File: src/rtl/sort_pkg.sv
`default_nettype none
// +--------------------------------------------------------------------+
// | sort_pkg : compare-mode encodings shared by the compare/swap block |
// | Rev 1.0                                                            |
// +--------------------------------------------------------------------+
package sort_pkg;

    localparam int MODE_W = 3;

    typedef enum logic [MODE_W-1:0] {
        MODE_GT = 3'd0,
        MODE_LT = 3'd1,
        MODE_EQ = 3'd2,
        MODE_NE = 3'd3,
        MODE_GE = 3'd4,
        MODE_LE = 3'd5
    } mode_e;

endpackage
`default_nettype wire

File: src/rtl/sort_cmp_core.sv
`default_nettype none
// +--------------------------------------------------------------------+
// | sort_cmp_core : combinational compare flag and a<b ordering bit    |
// | Rev 1.0                                                            |
// +--------------------------------------------------------------------+
module sort_cmp_core
    import sort_pkg::*;
#(
    parameter int DATAWIDTH = 32,
    parameter int SIGNED    = 0
) (
    input  logic [DATAWIDTH-1:0] a,
    input  logic [DATAWIDTH-1:0] b,
    input  logic [MODE_W-1:0]    mode,
    output logic                 flag,
    output logic                 a_lt_b
);

    logic eq;

    assign eq = (a == b);

    generate
        if (SIGNED != 0) begin : g_signed
            assign a_lt_b = ($signed(a) < $signed(b));
        end else begin : g_unsigned
            assign a_lt_b = (a < b);
        end
    endgenerate

    // GT is derived from the other two relations so only one magnitude compare exists
    always_comb begin
        flag = 1'b0;
        case (mode)
            MODE_GT: flag = !a_lt_b && !eq;
            MODE_LT: flag = a_lt_b;
            MODE_EQ: flag = eq;
            MODE_NE: flag = !eq;
            MODE_GE: flag = !a_lt_b;
            MODE_LE: flag = a_lt_b || eq;
            default: flag = 1'b0;
        endcase
    end

endmodule
`default_nettype wire

File: src/rtl/sort_cmp_swap.sv
`default_nettype none
// +--------------------------------------------------------------------+
// | sort_cmp_swap : 2-stage elastic compare + min/max swap with counter |
// | Rev 1.0                                                            |
// +--------------------------------------------------------------------+
module sort_cmp_swap
    import sort_pkg::*;
#(
    parameter int DATAWIDTH = 32,
    parameter int SIGNED    = 0,
    parameter int CNTWIDTH  = 16
) (
    input  logic                 Clk,
    input  logic                 Rst,
    input  logic                 in_valid,
    output logic                 in_ready,
    input  logic [DATAWIDTH-1:0] a,
    input  logic [DATAWIDTH-1:0] b,
    input  logic [MODE_W-1:0]    mode,
    output logic                 out_valid,
    input  logic                 out_ready,
    output logic                 c,
    output logic [DATAWIDTH-1:0] lo,
    output logic [DATAWIDTH-1:0] hi,
    output logic [CNTWIDTH-1:0]  cnt
);

    logic                 cmp_flag;
    logic                 cmp_lt;

    logic                 s1_valid;
    logic                 s1_flag;
    logic                 s1_lt;
    logic [DATAWIDTH-1:0] s1_a;
    logic [DATAWIDTH-1:0] s1_b;
    logic                 s2_valid;

    logic                 s1_en;
    logic                 s2_en;
    logic                 out_fire;

    sort_cmp_core #(
        .DATAWIDTH (DATAWIDTH),
        .SIGNED    (SIGNED)
    ) u_core (
        .a      (a),
        .b      (b),
        .mode   (mode),
        .flag   (cmp_flag),
        .a_lt_b (cmp_lt)
    );

    // Ready chain is built only from stage state and out_ready, never in_valid
    assign s2_en     = !s2_valid || out_ready;
    assign s1_en     = !s1_valid || s2_en;
    assign in_ready  = !Rst && s1_en;
    assign out_valid = !Rst && s2_valid;
    assign out_fire  = out_valid && out_ready;

    always_ff @(posedge Clk) begin
        if (Rst) begin
            s1_valid <= 1'b0;
            s1_flag  <= 1'b0;
            s1_lt    <= 1'b0;
            s1_a     <= '0;
            s1_b     <= '0;
            s2_valid <= 1'b0;
            c        <= 1'b0;
            lo       <= '0;
            hi       <= '0;
            cnt      <= '0;
        end else begin
            if (s1_en) begin
                s1_valid <= in_valid;
                if (in_valid) begin
                    s1_flag <= cmp_flag;
                    s1_lt   <= cmp_lt;
                    s1_a    <= a;
                    s1_b    <= b;
                end
            end
            // Equal operands take the !lt path, giving lo=b=a and hi=a=b
            if (s2_en) begin
                s2_valid <= s1_valid;
                if (s1_valid) begin
                    c  <= s1_flag;
                    lo <= s1_lt ? s1_a : s1_b;
                    hi <= s1_lt ? s1_b : s1_a;
                end
            end
            if (out_fire && (cnt != {CNTWIDTH{1'b1}})) begin
                cnt <= cnt + CNTWIDTH'(1);
            end
        end
    end

endmodule
`default_nettype wire

File: config.mk
export PLATFORM = sky130hd
export DESIGN_NAME = sort_cmp_swap
export DESIGN_NICKNAME = d
export VERILOG_FILES = /design/src/rtl/sort_pkg.sv /design/src/rtl/sort_cmp_core.sv /design/src/rtl/sort_cmp_swap.sv
export SDC_FILE = /design/constraint.sdc
export NUM_CORES = 1
export LEC_CHECK = 0
export ABC_AREA = 1
export CORE_ASPECT_RATIO = 2
export CORE_MARGIN = 2
export CORE_UTILIZATION = 48
export CTS_CLUSTER_DIAMETER = 50
export DETAILED_ROUTE_END_ITERATION = 12
export HOLD_SLACK_MARGIN = 0.03
export PLACE_DENSITY = 0.77
export SYNTH_ARGS = -nofsm -noshare
export SYNTH_HDL_FRONTEND = slang
export SYNTH_SLANG_ARGS = --single-unit
File: constraint.sdc
create_clock -name Clk -period 1.8 [get_ports Clk]
set_input_delay 0.36 -clock Clk [delete_from_list [all_inputs] [get_ports Clk]]
set_output_delay 0.36 -clock Clk [all_outputs]
set_load 0.1 [all_outputs]
==> impl_metrics.tcl <==
set metrics [dict create \
    status "complete, no violations" \
    cts.sinks 149 \
    fillers 1021 \
    num_io_pins 154 \
    numCtsBuffers 17 \
    syn_area_per_cell_sq_um 7.33 \
    gp_congestion 0.868 \
    hp-class "input port to register" \
    layout_commonest_cell "a21oi_1" \
    grt_pass1_wl_um 31400 \
    worst_slew_pin_slew_ns 0.294 \
    cp_slowest_cell "ha_1" \
    critPathLaunchType "input port" \
    fin_util_pct 74.5 \
    r2r.worst_path.cells 8 \
    io_buffers 153 \
    worst_path_most_repeated_cell "nand2_1" \
    dieWidth_um 88.7 \
    p_leak_nw 4.63 \
    antenna_left 0 \
    start_util_pct 48.6 \
    cts_tree "built" \
    antenna_found_initial 2 \
    synth_warnings 0 \
    cts_buffer_depth 2 \
    hpwl_um 13500 \
    synth_cells 941 \
    rows 62 \
    cpPeakStageDelay_ns 0.28 \
    vias 6905 \
    worstPathCellList "dlygate4sd2_1 -> inv_1 -> ha_1 -> nand2_1 -> inv_1 -> a21oi_1 -> nand3_1 -> nand2_1 -> nand2_1 -> nand2_1 -> nand2_2 -> nand2_1 -> nand2_1 -> nor2_1 -> nand2_1 -> nand2_1 -> a21oi_1" \
    area_growth_pct 53.4 \
    crit_family "simple AND/OR/NAND/NOR gates" \
    arrival_ns 2.04 \
    timing.rr.start "cnt[0]" \
    grt_use_total_pct 25.4 \
    syn_area_sq_mm 0.00689 \
    syn_nets 1045 \
    p_sw_share_pct 32.0 \
    dr.pass1.iters 5 \
    pre_cts_ws_ns -0.732 \
    cp-end-kind "register" \
    setup_ws_ns 0.0595 \
    yosysSeqAreaShare_pct 43.3 \
    crit_buf_inv 3 \
    relSlewSlack_pct 80.2 \
    fin_crit_sh_pct 96.7 \
    clk_latency_ns 0.42 \
    holdPathEnd "s1_a[8]" \
    comb_power_share_pct 23.9 \
    clockRootBuffer "clkbuf_16" \
    wire_per_inst_um 15.2 \
    fmax_mhz 575 \
    synth_cell_type_count 31 \
    rsz0062_at_grt "true" \
    cts_max_level 4 \
    dieArea_sq_mm 0.0154 \
    fin_crit_ns 1.74 \
    ir_drop_v 0.000769 \
    maxCapViolations 0 \
    skew_ns 0.00768 \
    overflow 0 \
    slew_violations 0 \
    layout_common_cells "215 x a21oi_1, 136 x o21ai_0, 131 x dfxtp_1" \
    viasPerCell 5.31 \
    pwr-share-seq_pct 37.5 \
    multi_input_area_sq_mm 0.00343 \
    synth-seq-cells 149 \
    hold_depth 3 \
    grt_pass1_vias 6820 \
    drtIter0Drc 353 \
    die_height_um 173 \
    seq_area_sq_mm 0.00302 \
    layout.nets 1198 \
    hold_viol 0 \
    path_class "input port to register" \
    p_sw_w 0.00315 \
    hp-start "a[8]" \
    drcViolationCount 0 \
    reg2reg_slack_ns 0.17 \
    worstPathRequired_ns 2.10 \
    finalSetupTns_ns 0 \
    p_int_w 0.00670 \
    grt_max_degree 64 \
    power_density_mw_per_mm2 931 \
    rr_endpoint "cnt[12]" \
    drive_gt1_share_pct 21.7 \
    p_clk_share_pct 38.6 \
    setup_viol 0 \
    crit_fanout 5 \
    clk_pin_slew_worst_paths_ns 0.06 \
    routed_wl_um 19800 \
    coreArea_sq_mm 0.0142 \
]
-- sequential cells by signal, summed over array words and instances (netlist names) --
name      flops
s1_valid      1
c             1
s1_a         32
s1_lt         1
lo           32
s1_flag       1
s1_b         32
s2_valid      1
cnt          16
hi           32
-- cell usage after synthesis, drive strengths merged --
cell type,instances,area share (%)
o21bai,1,0.11
clkbuf,51,2.8
xnor2,1,0.13
a21oi,218,16
ha,33,6.0
nor2,86,4.8
nand2,77,4.6
nor3b,1,0.11
nor3,12,1.2
dfxtp,149,43
nor4,5,0.89
inv,134,7.4
a211oi,2,0.22
nand4,2,0.18
o21a,2,0.22
o21ai,141,10
and3,1,0.091
xor2,2,0.25
nand3,16,1.3
buf,7,0.44
-- metrics by stage --
step,hold WS [ns],power (W),std cells,cell area [sq um]
floorplan,0.431,0.00510,941,6930
global placement,0.453,0.00600,1264,9710
finish,0.306,0.00985,1301,10600
global route,0.306,0.0102,1301,10600
CTS,0.366,0.00986,1299,10500
detailed placement,0.458,0.00606,1264,9710
-- worst reg2reg max path: cells and delay by family (launching register included) --
family        cells  cell delay, ns
buf+inv           2            0.23
flops             1            0.38
simple gates      5            0.72
fa+ha+maj         1            0.20
-- final cells by class --
class / count / share of cell area [%]
antenna: 2 / 0.0473
tap: 192 / 2.27
clock buffer: 20 / 4.42
clock inverter: 12 / 1.57
timing repair buffer: 192 / 25.9
inverter: 134 / 4.81
sequential: 149 / 28.5
multi-input combinational: 600 / 32.4
-- power by group through the flow --
stage / registers [W] / logic, W / clock network (W)
after global placement: 0.00375 / 0.00225 / 0
after global routing: 0.00372 / 0.00251 / 0.00399
after detailed placement: 0.00376 / 0.00229 / 0
after floorplan: 0.00443 / 0.000674 / 0
after CTS: 0.00369 / 0.00232 / 0.00385
final: 0.00370 / 0.00235 / 0.00380
-- per-layer routing --
layer / global-route usage, % / routed length [um]
met5: 0 / 0
met4: 8.96 / 596
met1: 30.0 / 7800
met2: 43.6 / 10200
met3: 6.10 / 1170
-- cell families after synthesis --
kind of cell | count (synthesis) | share of synthesized area (%)
xor gates and xnor gates | 3 | 0.381
adders and majority gates | 33 | 5.99
and+or+nand+nor | 200 | 13.2
AOI/OAI and AO/OA | 364 | 26.6
DFF | 149 | 43.3
buffers and inverters | 192 | 10.6
-- what timing repair did --
action,in CTS,in global routing
cloned,0,0
hold buffers,0,0
gates resized for setup,86,28
hold endpoints to repair,0,0
buffers inserted,3,0
pin swaps,29,16
setup endpoints to repair,3,4
-- worst max-delay path by stage --
| stage | from | endpoint | depth (start not counted) |
|---|---|---|---|
| floorplan | s2_valid | cnt[11] | 11 |
| global placement | b[23] | s1_flag | 16 |
| detailed placement | b[23] | s1_flag | 16 |
| CTS | b[8] | s1_flag | 16 |
| global route | b[6] | s1_flag | 17 |
| finish | b[6] | s1_flag | 17 |
(Power assumes the default switching activity.)
